[config.mk]
export PLATFORM = sky130hd
export DESIGN_NAME = prog_mod_counter_flat
export DESIGN_NICKNAME = d
export VERILOG_FILES = /design/src/rtl/prog_mod_counter_pkg.sv /design/src/rtl/prog_mod_counter_if.sv /design/src/rtl/prog_mod_counter_step_arith.sv /design/src/rtl/prog_mod_counter.sv /design/src/flat_wrapper.sv
export SDC_FILE = /design/constraint.sdc
export NUM_CORES = 1
export LEC_CHECK = 0
export ABC_AREA = 1
export BUFFER_PORTS_ARGS = -buffer_cell sky130_fd_sc_hd__buf_2
export CORE_ASPECT_RATIO = 0.7
export CORE_MARGIN = 10
export CORE_UTILIZATION = 45
export DETAILED_ROUTE_END_ITERATION = 6
export PLACE_DENSITY_LB_ADDON = 0.08
export RECOVER_POWER = 100
export SLEW_MARGIN = 20
export SYNTH_ARGS = -nofsm -noshare
export SYNTH_HDL_FRONTEND = slang
export SYNTH_SLANG_ARGS = --single-unit
[constraint.sdc]
create_clock -name clk -period 5.8 [get_ports clk]
set_input_delay 0.58 -clock clk [delete_from_list [all_inputs] [get_ports clk]]
set_output_delay 0.58 -clock clk [all_outputs]
set_load 0.02 [all_outputs]
[src/rtl/prog_mod_counter_pkg.sv]
// Shared types for the programmable modulus counter: count modes and
// one-shot FSM states.
package prog_counter_pkg;

   // Count mode, encoded as the 2-bit mode input.
   typedef enum logic [1:0] {
      MODE_WRAP    = 2'b00,
      MODE_SAT     = 2'b01,
      MODE_ONESHOT = 2'b10,
      MODE_HOLD    = 2'b11
   } mode_t;

   // One-shot sequencer states.
   typedef enum logic [1:0] {
      IDLE = 2'b00,
      RUN  = 2'b01,
      DONE = 2'b10
   } fsm_t;

endpackage

[src/rtl/prog_mod_counter_if.sv]
// Control/status bundle of the programmable modulus counter. The master
// side (timer user) drives the controls; the slave side (counter) returns
// the count and status flags.
interface prog_mod_counter_if #(
   parameter int N      = 8,
   parameter int STEP_W = 4
);
   import prog_counter_pkg::*;

   logic              syn_clr;
   logic              load;
   logic [N-1:0]      d;
   logic              en;
   logic              up;
   logic [STEP_W-1:0] step;
   logic              lim_we;
   logic [N-1:0]      lim_d;
   mode_t             mode;
   logic              start;

   logic [N-1:0]      q;
   logic              max_tick;
   logic              min_tick;
   logic              wrap_tick;
   logic              busy;

   modport master (
      output syn_clr, load, d, en, up, step, lim_we, lim_d, mode, start,
      input  q, max_tick, min_tick, wrap_tick, busy
   );

   modport slave (
      input  syn_clr, load, d, en, up, step, lim_we, lim_d, mode, start,
      output q, max_tick, min_tick, wrap_tick, busy
   );

endinterface

[src/rtl/prog_mod_counter_step_arith.sv]
// Step arithmetic for the counter: adds or subtracts a step in N+1 bits,
// flags when the result leaves [0, limit], and resolves the out-of-range
// result either by wrapping to the opposite bound or saturating at the
// bound being approached.
module step_arith #(
   parameter int N      = 8,
   parameter int STEP_W = 4
) (
   input  logic [N-1:0]      i_q,
   input  logic [STEP_W-1:0] i_step,
   input  logic [N-1:0]      i_lim,
   input  logic              i_up,
   input  logic              i_sat,
   output logic [N-1:0]      o_q,
   output logic              o_ovf
);

   logic [N:0] w_q_ext;
   logic [N:0] w_step_ext;
   logic [N:0] w_lim_ext;
   logic [N:0] w_sum;
   logic [N:0] w_diff;

   assign w_q_ext    = {1'b0, i_q};
   assign w_step_ext = (N+1)'(i_step);
   assign w_lim_ext  = {1'b0, i_lim};
   assign w_sum      = w_q_ext + w_step_ext;
   assign w_diff     = w_q_ext - w_step_ext;

   // Pick the in-range result or the wrap/saturation bound for this direction.
   always_comb begin
      // NOTE: outputs are defaulted before any branch so no path can infer a latch.
      o_q   = i_q;
      o_ovf = 1'b0;
      if (i_up) begin
         o_ovf = (w_sum > w_lim_ext);
         o_q   = o_ovf ? (i_sat ? i_lim : '0) : w_sum[N-1:0];
      end else begin
         o_ovf = (w_step_ext > w_q_ext);
         o_q   = o_ovf ? (i_sat ? '0 : i_lim) : w_diff[N-1:0];
      end
   end

endmodule

[src/rtl/prog_mod_counter.sv]
// Up/down counter with a programmable limit, variable step and three count
// modes (wrap, saturate, one-shot). Used as timebase, prescaler and interval
// timer. Priority on each edge: syn_clr, then load, then one-shot launch,
// then limit clamp, then counting.
module prog_mod_counter
   import prog_counter_pkg::*;
#(
   parameter int N      = 8,
   parameter int STEP_W = 4
) (
   input  logic              clk,
   input  logic              reset,
   prog_mod_counter_if.slave bus
);

   logic [N-1:0] r_q;
   logic [N-1:0] r_lim;
   fsm_t         r_state;
   logic         r_wrap_tick;
   logic         r_busy;

   logic [N-1:0] w_lim_eff;
   logic [N-1:0] w_load_val;
   logic [N-1:0] w_term;
   logic [N-1:0] w_arith_q;
   logic         w_arith_ovf;
   logic         w_oneshot;
   logic         w_sat;
   logic         w_clamp;
   logic         w_count;
   logic [N-1:0] w_q_nxt;
   fsm_t         w_state_nxt;
   logic         w_tick_nxt;

   // A limit being written this cycle already governs this cycle.
   assign w_lim_eff  = bus.lim_we ? bus.lim_d : r_lim;
   assign w_load_val = (bus.d > w_lim_eff) ? w_lim_eff : bus.d;
   // Terminal count of a one-shot depends on direction.
   assign w_term     = bus.up ? w_lim_eff : '0;
   assign w_oneshot  = (bus.mode == MODE_ONESHOT);
   assign w_sat      = (bus.mode != MODE_WRAP);
   assign w_clamp    = bus.lim_we && (r_q > w_lim_eff);
   // One-shot counts only while running; the other modes count only once
   // a stale one-shot state has been flushed back to IDLE.
   assign w_count    = bus.en && (bus.step != '0) && (bus.mode != MODE_HOLD) &&
                       (w_oneshot ? (r_state == RUN) : (r_state == IDLE));

   step_arith #(
      .N      (N),
      .STEP_W (STEP_W)
   ) u_step_arith (
      .i_q    (r_q),
      .i_step (bus.step),
      .i_lim  (w_lim_eff),
      .i_up   (bus.up),
      .i_sat  (w_sat),
      .o_q    (w_arith_q),
      .o_ovf  (w_arith_ovf)
   );

   // Next count, next FSM state and tick request for the coming edge.
   always_comb begin
      w_q_nxt     = r_q;
      w_state_nxt = r_state;
      w_tick_nxt  = 1'b0;
      if (bus.syn_clr) begin
         w_q_nxt     = '0;
         w_state_nxt = IDLE;
      end else if (bus.load) begin
         // A load aborts a running one-shot unless it lands on the terminal count.
         w_q_nxt     = w_load_val;
         w_state_nxt = IDLE;
         if (w_oneshot && (r_state == RUN) && (w_load_val == w_term)) begin
            w_state_nxt = DONE;
            w_tick_nxt  = 1'b1;
         end
      end else if (w_oneshot && (r_state == IDLE) && bus.start) begin
         w_q_nxt     = bus.up ? '0 : w_lim_eff;
         w_state_nxt = RUN;
      end else begin
         // RUN survives only in one-shot mode; DONE and abandoned runs fall to IDLE.
         w_state_nxt = (w_oneshot && (r_state == RUN)) ? RUN : IDLE;
         if (w_clamp) begin
            w_q_nxt = w_lim_eff;
         end else if (w_count) begin
            w_q_nxt = w_arith_q;
            case (bus.mode)
               MODE_WRAP: w_tick_nxt = w_arith_ovf;
               MODE_SAT:  w_tick_nxt = (w_arith_q != r_q) && (w_arith_q == w_term);
               MODE_ONESHOT: begin
                  if (w_arith_q == w_term) begin
                     w_state_nxt = DONE;
                     w_tick_nxt  = 1'b1;
                  end
               end
               default: w_tick_nxt = 1'b0;
            endcase
         end
      end
   end

   // State registers; reset leaves the full range as the limit.
   always_ff @(posedge clk or posedge reset) begin
      // NOTE: registers use non-blocking assignments; the combinational block above uses blocking.
      if (reset) begin
         r_q         <= '0;
         r_lim       <= '1;
         r_state     <= IDLE;
         r_wrap_tick <= 1'b0;
         r_busy      <= 1'b0;
      end else begin
         r_q         <= w_q_nxt;
         r_lim       <= w_lim_eff;
         r_state     <= w_state_nxt;
         r_wrap_tick <= w_tick_nxt;
         r_busy      <= (w_state_nxt == RUN);
      end
   end

   assign bus.q         = r_q;
   assign bus.max_tick  = (r_q == r_lim);
   assign bus.min_tick  = (r_q == '0);
   assign bus.wrap_tick = r_wrap_tick;
   assign bus.busy      = r_busy;

endmodule

[src/flat_wrapper.sv]
// flat-port wrapper written by rule: the top's interface ports become plain ports
module prog_mod_counter_flat import prog_counter_pkg::*;
#(
   parameter int N      = 8,
   parameter int STEP_W = 4
)
  (clk, reset, bus_syn_clr, bus_load, bus_d, bus_en, bus_up, bus_step, bus_lim_we, bus_lim_d, bus_mode, bus_start, bus_q, bus_max_tick, bus_min_tick, bus_wrap_tick, bus_busy);
  prog_mod_counter_if #(.N(N), .STEP_W(STEP_W)) bus_i ();
  input  logic clk;
  input  logic reset;
  input wire logic [$bits(bus_i.syn_clr)-1:0] bus_syn_clr;
  input wire logic [$bits(bus_i.load)-1:0] bus_load;
  input wire logic [$bits(bus_i.d)-1:0] bus_d;
  input wire logic [$bits(bus_i.en)-1:0] bus_en;
  input wire logic [$bits(bus_i.up)-1:0] bus_up;
  input wire logic [$bits(bus_i.step)-1:0] bus_step;
  input wire logic [$bits(bus_i.lim_we)-1:0] bus_lim_we;
  input wire logic [$bits(bus_i.lim_d)-1:0] bus_lim_d;
  input wire logic [$bits(bus_i.mode)-1:0] bus_mode;
  input wire logic [$bits(bus_i.start)-1:0] bus_start;
  output wire logic [$bits(bus_i.q)-1:0] bus_q;
  output wire logic [$bits(bus_i.max_tick)-1:0] bus_max_tick;
  output wire logic [$bits(bus_i.min_tick)-1:0] bus_min_tick;
  output wire logic [$bits(bus_i.wrap_tick)-1:0] bus_wrap_tick;
  output wire logic [$bits(bus_i.busy)-1:0] bus_busy;
  assign bus_i.syn_clr = bus_syn_clr;
  assign bus_i.load = bus_load;
  assign bus_i.d = bus_d;
  assign bus_i.en = bus_en;
  assign bus_i.up = bus_up;
  assign bus_i.step = bus_step;
  assign bus_i.lim_we = bus_lim_we;
  assign bus_i.lim_d = bus_lim_d;
  assign bus_i.mode = bus_mode;
  assign bus_i.start = bus_start;
  assign bus_q = bus_i.q;
  assign bus_max_tick = bus_i.max_tick;
  assign bus_min_tick = bus_i.min_tick;
  assign bus_wrap_tick = bus_i.wrap_tick;
  assign bus_busy = bus_i.busy;
  prog_mod_counter #(.N(N), .STEP_W(STEP_W)) u_core (.clk(clk), .reset(reset), .bus(bus_i));
endmodule
# [Word level (Yosys, flattened, before mapping)]
# Index checks and enable logic that the tools add are counted.
# Widths: inputs -> output; s select.
[totals] regBits=20 inputBits=30 out_inout_bits=12 elab_cells=68
[classes] addsub=2 order_cmp=4 eq_ne=9 n_mux=33 n_reduce_logical=15
[op_table] operator="$mux 8" count=14
[op_table] operator="$eq 8x8->1" count=3
[op_table] operator="$gt 8x8->1" count=2
[op_table] operator="$mux 2" count=8
[op_table] operator="$mux 1" count=10
[op_table] operator="$add 8x4->9" count=1
[op_table] operator="$gt 9x8->1" count=1
[op_table] operator="$logic_and 1x1->1" count=9
[op_table] operator="$gt 4x8->1" count=1
[op_table] operator="$logic_not 8->1" count=1
[op_table] operator="$ne 8x8->1" count=1
[op_table] operator="$sub 8x4->8" count=1
[op_table] operator="$eq 2x1->1 const B" count=3
[op_table] operator="$reduce_bool 5->1" count=1
[op_table] operator="$logic_not 2->1" count=2
[op_table] operator="$reduce_bool 4->1" count=1
[op_table] operator="$pmux 1 s3" count=1
[op_table] operator="$eq 2x2->1 const B" count=1
[op_table] operator="$ne 2x2->1 const B" count=1
[op_table] operator="$reduce_bool 2->1" count=1

# [Depth between registers and ports, before layout]
[depth] ltp_word=13 mapped_depth=31 depth_no_buf=30

# [By module]
# A second synthesis with hierarchy kept.
[unflattened] cells_unflattened=514 area_unflattened_um2=3250.6
[by_module_without_submodules] module="prog_mod_counter" instances=1 cells_each=322 area_each_um2=2204.6 seq_area_each_um2=510.5
[by_module_without_submodules] module="step_arith" instances=1 cells_each=192 area_each_um2=1046.0 seq_area_each_um2=0.0

# [Worst setup path after synthesis]
# Ideal clock, no wire load.
[synth_timing] path_type="in2reg" start="input port bus_step[0]" end="register u_core.r_wrap_tick, in the netlist u_core.bus.wrap_tick" setup_ns=0.073 t_arrival_ns=3.376 required_ns=5.727 setup_slack_ns=2.351 cell_stages=26 n_path_buf=0 path_cell_list="ha_1 -> fa_1 -> nand2_2 -> nand2_2 -> nand2_1 -> nor2_1 -> xor2_1 -> ha_1 -> nand2_1 -> nor2_2 -> nand2_1 -> nor2_2 -> nand3_4 -> nand2_8 -> nand2_1 -> nand3_2 -> nand2_2 -> nand2_1 -> nand2_1 -> nor2_1 -> nand2_1 -> nor2_2 -> nand3_1 -> nand2_1 -> nand2_1 -> a21oi_2"
[synth_between] elab_chain_cells=12 word_cells_on_any_way=22
[synth_rtl] element="start, declared" line_no="flat_wrapper.sv:16" text="input wire logic [$bits(bus_i.step)-1:0] bus_step;"
[synth_rtl] element="$add 8x4->9" line_no="prog_mod_counter_step_arith.sv:27" text="assign w_sum = w_q_ext + w_step_ext;"
[synth_rtl] element="$gt 9x8->1" line_no="prog_mod_counter_step_arith.sv:36" text="o_ovf = (w_sum > w_lim_ext);"
[synth_rtl] element="$mux 8" line_no="prog_mod_counter_step_arith.sv:37" text="o_q = o_ovf ? (i_sat ? i_lim : '0) : w_sum[N-1:0];"
[synth_rtl] element="$mux 8" line_no="prog_mod_counter_step_arith.sv:35" text="if (i_up) begin"
[synth_rtl] element="$eq 8x8->1 / $ne 8x8->1 (equally long branches)" line_no="prog_mod_counter.sv:89, prog_mod_counter.sv:91"
[synth_rtl] element="$mux 1 / $logic_and 1x1->1 (equally long branches)" line_no="prog_mod_counter.sv:91, prog_mod_counter.sv:89"
[synth_rtl] element="$pmux 1 s3" line_no="prog_mod_counter.sv:87" text="case (bus.mode)"
[synth_rtl] element="$mux 1 *" line_no="prog_mod_counter.sv:85" text="end else if (w_count) begin"
[synth_rtl] element="$mux 1 *" line_no="prog_mod_counter.sv:83" text="if (w_clamp) begin"
[synth_rtl] element="$mux 1 *" line_no="prog_mod_counter.sv:77" text="end else if (w_oneshot && (r_state == IDLE) && bus.start) begin"
[synth_rtl] element="$mux 1 *" line_no="prog_mod_counter.sv:69" text="end else if (bus.load) begin"
[synth_rtl] element="$mux 1 *" line_no="prog_mod_counter.sv:66" text="if (bus.syn_clr) begin"
[synth_rtl] element="via u_core.w_tick_nxt" line_no="prog_mod_counter.sv:33" text="logic w_tick_nxt;"
[synth_rtl] element="end signal, assigned" line_no="prog_mod_counter.sv:115" text="r_wrap_tick <= w_tick_nxt;"
[synth_rtl] element="end, declared" line_no="prog_mod_counter.sv:19" text="logic r_wrap_tick;"
# Mark *: on every way through the listed nets, which the timed path passes. The rest lies on a longest branch.
# A chain may end at the register's enable or synchronous reset.

# [Final worst setup path]
[layout_timing] start="input port bus_lim_we" end="register u_core.r_wrap_tick, in the netlist u_core.bus.wrap_tick"
[layout_between] elab_chain_cells=12 word_cells_on_any_way=26
[layout_rtl] element="start, declared" line_no="flat_wrapper.sv:17" text="input wire logic [$bits(bus_i.lim_we)-1:0] bus_lim_we;"
[layout_rtl] element="$mux 8" line_no="prog_mod_counter.sv:36" text="assign w_lim_eff = bus.lim_we ? bus.lim_d : r_lim;"
[layout_rtl] element="$gt 9x8->1 (tied with other cells)" line_no="prog_mod_counter_step_arith.sv:36"
[layout_rtl] element="$mux 8 (on tied branches)" line_no="prog_mod_counter_step_arith.sv:37, prog_mod_counter_step_arith.sv:40"
[layout_rtl] element="$mux 8" line_no="prog_mod_counter_step_arith.sv:35"
[layout_rtl] element="$eq 8x8->1 / $ne 8x8->1 (equally long branches)" line_no="prog_mod_counter.sv:89, prog_mod_counter.sv:91"
[layout_rtl] element="$mux 1 / $logic_and 1x1->1 (equally long branches)" line_no="prog_mod_counter.sv:91, prog_mod_counter.sv:89"
[layout_rtl] element="$pmux 1 s3" line_no="prog_mod_counter.sv:87"
[layout_rtl] element="$mux 1" line_no="prog_mod_counter.sv:85"
[layout_rtl] element="$mux 1" line_no="prog_mod_counter.sv:83"
[layout_rtl] element="$mux 1" line_no="prog_mod_counter.sv:77"
[layout_rtl] element="$mux 1 *" line_no="prog_mod_counter.sv:69"
[layout_rtl] element="$mux 1 *" line_no="prog_mod_counter.sv:66"
[layout_rtl] element="via u_core.w_tick_nxt" line_no="prog_mod_counter.sv:33"
# Marks and branches as above.

==> results.md <==
| Quantity | This run | Unit |
|:---|:---|:---|
| Result of the run | complete, but fails checks | - |
| Violated checks | max-capacitance violations, max-slew violations | - |
| Most common cell after layout, fill and taps aside | nand2_1 | - |
| Critical Path AT | 4710 | ps |
| Buffers inserted by post-CTS timing repair | 0 | - |
| Proportion of synthesized chip area in sequential cells | 14.6 | % |
| Setup Viol. Count Final | 0 | - |
| Count of pins on the block boundary | 42 | - |
| Synth Instances | 549 | - |
| Leakage power total | 1.86 | nW |
| Measured slew at the worst slew-check pin | 1930 | ps |
| Mean Syn Cell Area | 6.37 | um2 |
| Share of synthesized registers carrying an async set or reset | 100 | % |
| Global-route wire length before repair | 19600 | um |
| Count of cell instances traversed by the critical path | 22 | - |
| Number of distinct standard cells referenced by the synthesized netlist | 48 | - |
| Slowest CP cell | o21ai_0 | - |
| Flops & latches, synth | 20 | - |
| Fin. Hold Viols | 0 | - |
| Worst hold margin | 447 | ps |
| Largest net degree at the start of global routing | 26 | - |
| Cell chosen for the clock root | clkbuf_8 | - |
| Clock latency on the worst-skew pair | 250 | ps |
| Fraction of final layout cells sized beyond drive strength 1 | 15.4 | % |
| Worst path required time | 5990 | ps |
| Total vias in the final route | 3810 | - |
| Worst hold-check path type | primary input to async pin | - |
| Cell Area, Synth | 3500 | um2 |
| Worst setup slack after layout | 1280 | ps |
| Total of hold buffers inserted after clock tree synthesis | 0 | - |
| Slowest cell delay on critical path | 1530 | ps |
| Per-cell routed wire length | 18.4 | um |
| Capturing element type of the critical path | flip-flop | - |
| Number of buffers inserted by port buffering | 41 | - |
| Kind of launch point of the worst setup path | primary input | - |
| Fill cells | 806 | - |
| Number of enable flip-flop cells after synthesis | 0 | - |
| CTS-repair resized insts | 0 | - |
| Maximum net fanout on the critical path | 10 | - |
| Placed cell count | 671 | - |
| TritonCTS Buffers | 3 | - |
| Min Tclk post-route | 4520 | ps |
| Die width | 125 | um |
| Routed Wire Length | 12400 | um |
| Vias/cell | 5.64 | - |
| Synthesis Warnings | 0 | - |
| Antenna Violating Nets Remaining | 0 | - |
| Clock Sink Count | 20 | - |
| Post-Layout Inst Area | 3710 | um2 |
| Core box area | 7420 | um2 |
| Accumulated negative setup slack | 0 | ps |
| Part of the cycle the worst path needs | 77.9 | % |
| Clock slew seen by the registers of the worst setup and hold paths | 80 | ps |
| Most used flip-flop cell after synthesis | dfrtp_1 | - |
| Maximum level of the CTS H-tree | 1 | - |
| Inserted Diodes | 0 | - |
| Final Non-Filler Cells | 675 | - |
| Post-Place Setup Slack | 1820 | ps |
| Initial antenna violation count | 0 | - |
| Overall power consumption | 0.963 | mW |
| Final layout net count | 642 | - |
| Standard-cell row count | 26 | - |
| Placed instance area | 3710 | um2 |
| Worst Setup Path Type | primary input to flip-flop | - |
| Setup repair after global routing missed its margin | false | - |
| Commonest cells after routing, fill and taps aside | 138 x nand2_1, 64 x inv_1, 51 x nor2_1, 51 x nand3_1, 32 x ha_1 | - |
| FF/Latch Area | 510 | um2 |
| Vert. Die Dim | 93.7 | um |
| Number of cells traversed by the worst register-to-register path | 21 | - |
| Clock tree buffer depth | 2 | - |
| Most numerous cell on the critical path | nand2_1 | - |
| Post-detailed-placement half-perimeter wirelength | 9930 | um |
| Area enclosed by the die boundary | 11700 | um2 |
| Critical Path, Cell by Cell | clkbuf_1 > o21ai_0 > ha_1 > nand2_1 > inv_1 > nand2_1 > nand3_1 > nand2_1 > nand2_8 > nand2_8 > nand2_1 > nand3_1 > nand2_1 > nand2_1 > nand2_1 > nor2_1 > nand2_1 > nor2_1 > nand3_1 > nand2_1 > nand2_1 > a21oi_2 | - |
| Synthesized net count | 613 | - |
| Top cell family by delay on the critical path | simple AND/OR/NAND/NOR gates | - |
| Remaining routing DRC violations | 0 | - |
| Overall fraction of global-route tracks in use | 20.3 | % |
| Area growth from synthesis to layout | 6.01 | % |
| Max-Cap Viols | 6 | - |
| Post-Route Skew | 7.29 | ps |
| Highest clock frequency the design can meet | 221 | MHz |
| Count of pins over their slew limit | 58 | - |
| Relative slew slack | -30.0 | % |
| Drt initial violations | 333 | - |
| Clock tree from TritonCTS | yes | - |
| Fin util | 50.0 | % |
| Pre-Repair DR Iteration Count | 5 | - |
| Area of the multi-input gates | 2550 | um2 |
| Overflow after GRT | 0 | - |
| Maximum ir drop on the vdd rail | 0.000109 | V |
| Initial standard-cell utilization of the core | 47.1 | % |
| Power density over the cells | 260 | nW/um2 |
| Number of buffers and inverters on the critical path | 2 | - |
| Via count of the first global-routing pass | 3639 | - |
| Routability cong. | 1.01 | - |
-- synth_stat cells (all sizes together) (2+ instances only) --
master	n	area, um2
nand2	152	646
inv	74	283
nand3	60	370
nor2	56	244
o21ai	39	236
ha	32	400
a21oi	28	155
o22ai	13	81.3
buf	12	90.1
dfrtp	12	300
nand4	12	96.3
o211ai	11	87.6
or2	10	65.1
dfstp	8	210
xor2	6	52.6
clkbuf	5	20.0
nor3	5	25.0
xnor2	5	43.8
a31oi	2	12.5
fa	2	40.0
nor4	2	12.5
-- layer usage --
layer	global-route usage, %	wire length [um]	up-vias
met5	0	0	-
met4	6.12	269	0
met3	2.93	1320	16
met2	30.1	4960	206
met1	29.3	5860	1711
li1	-	-	1877
-- layout make-up --
class	instances	share of cell area, %
sequential	20	13.8
tap	98	3.31
clock buffer	4	1.22
timing repair buffer	41	5.13
inverter	74	7.63
multi-input combinational	438	68.9
-- logic make-up after synthesis --
logic type | count (synthesis) | synth area share, %
xor+xnor | 11 | 2.76
flops | 20 | 14.6
compound gates | 95 | 16.9
fa+ha+maj | 34 | 12.6
simple gates | 298 | 41.9
buf+inv | 91 | 11.2
-- power breakdown --
part           internal (mW)  leakage (nW)  total, mW  switching (mW)
clock                 0.0488        0.0228     0.0936          0.0448
sequential             0.159         0.241      0.204          0.0449
combinational          0.218          1.60      0.666           0.448
-- state kept, by name, summed over array words and instances (netlist names) --
name and cells:
u_core.r_lim 8, u_core.r_state 2, u_core.bus.q 8, u_core.bus.busy 1, u_core.bus.wrap_tick 1
-- path summary, 6_finish.rpt --
check | endpoint | slack [ps] | from
hold reg to reg | u_core.bus.busy | 600 | u_core.r_state[1]
max in group asynchronous | u_core.bus.q[5] | 4870 | reset
hold / removal | u_core.bus.q[2] | 450 | reset
setup / recovery | u_core.bus.wrap_tick | 1280 | bus_lim_we
min in group clk | u_core.bus.busy | 600 | u_core.r_state[1]
setup reg to reg | u_core.bus.wrap_tick | 1550 | u_core.r_lim[2]
Power figures use the tool's default switching activity.
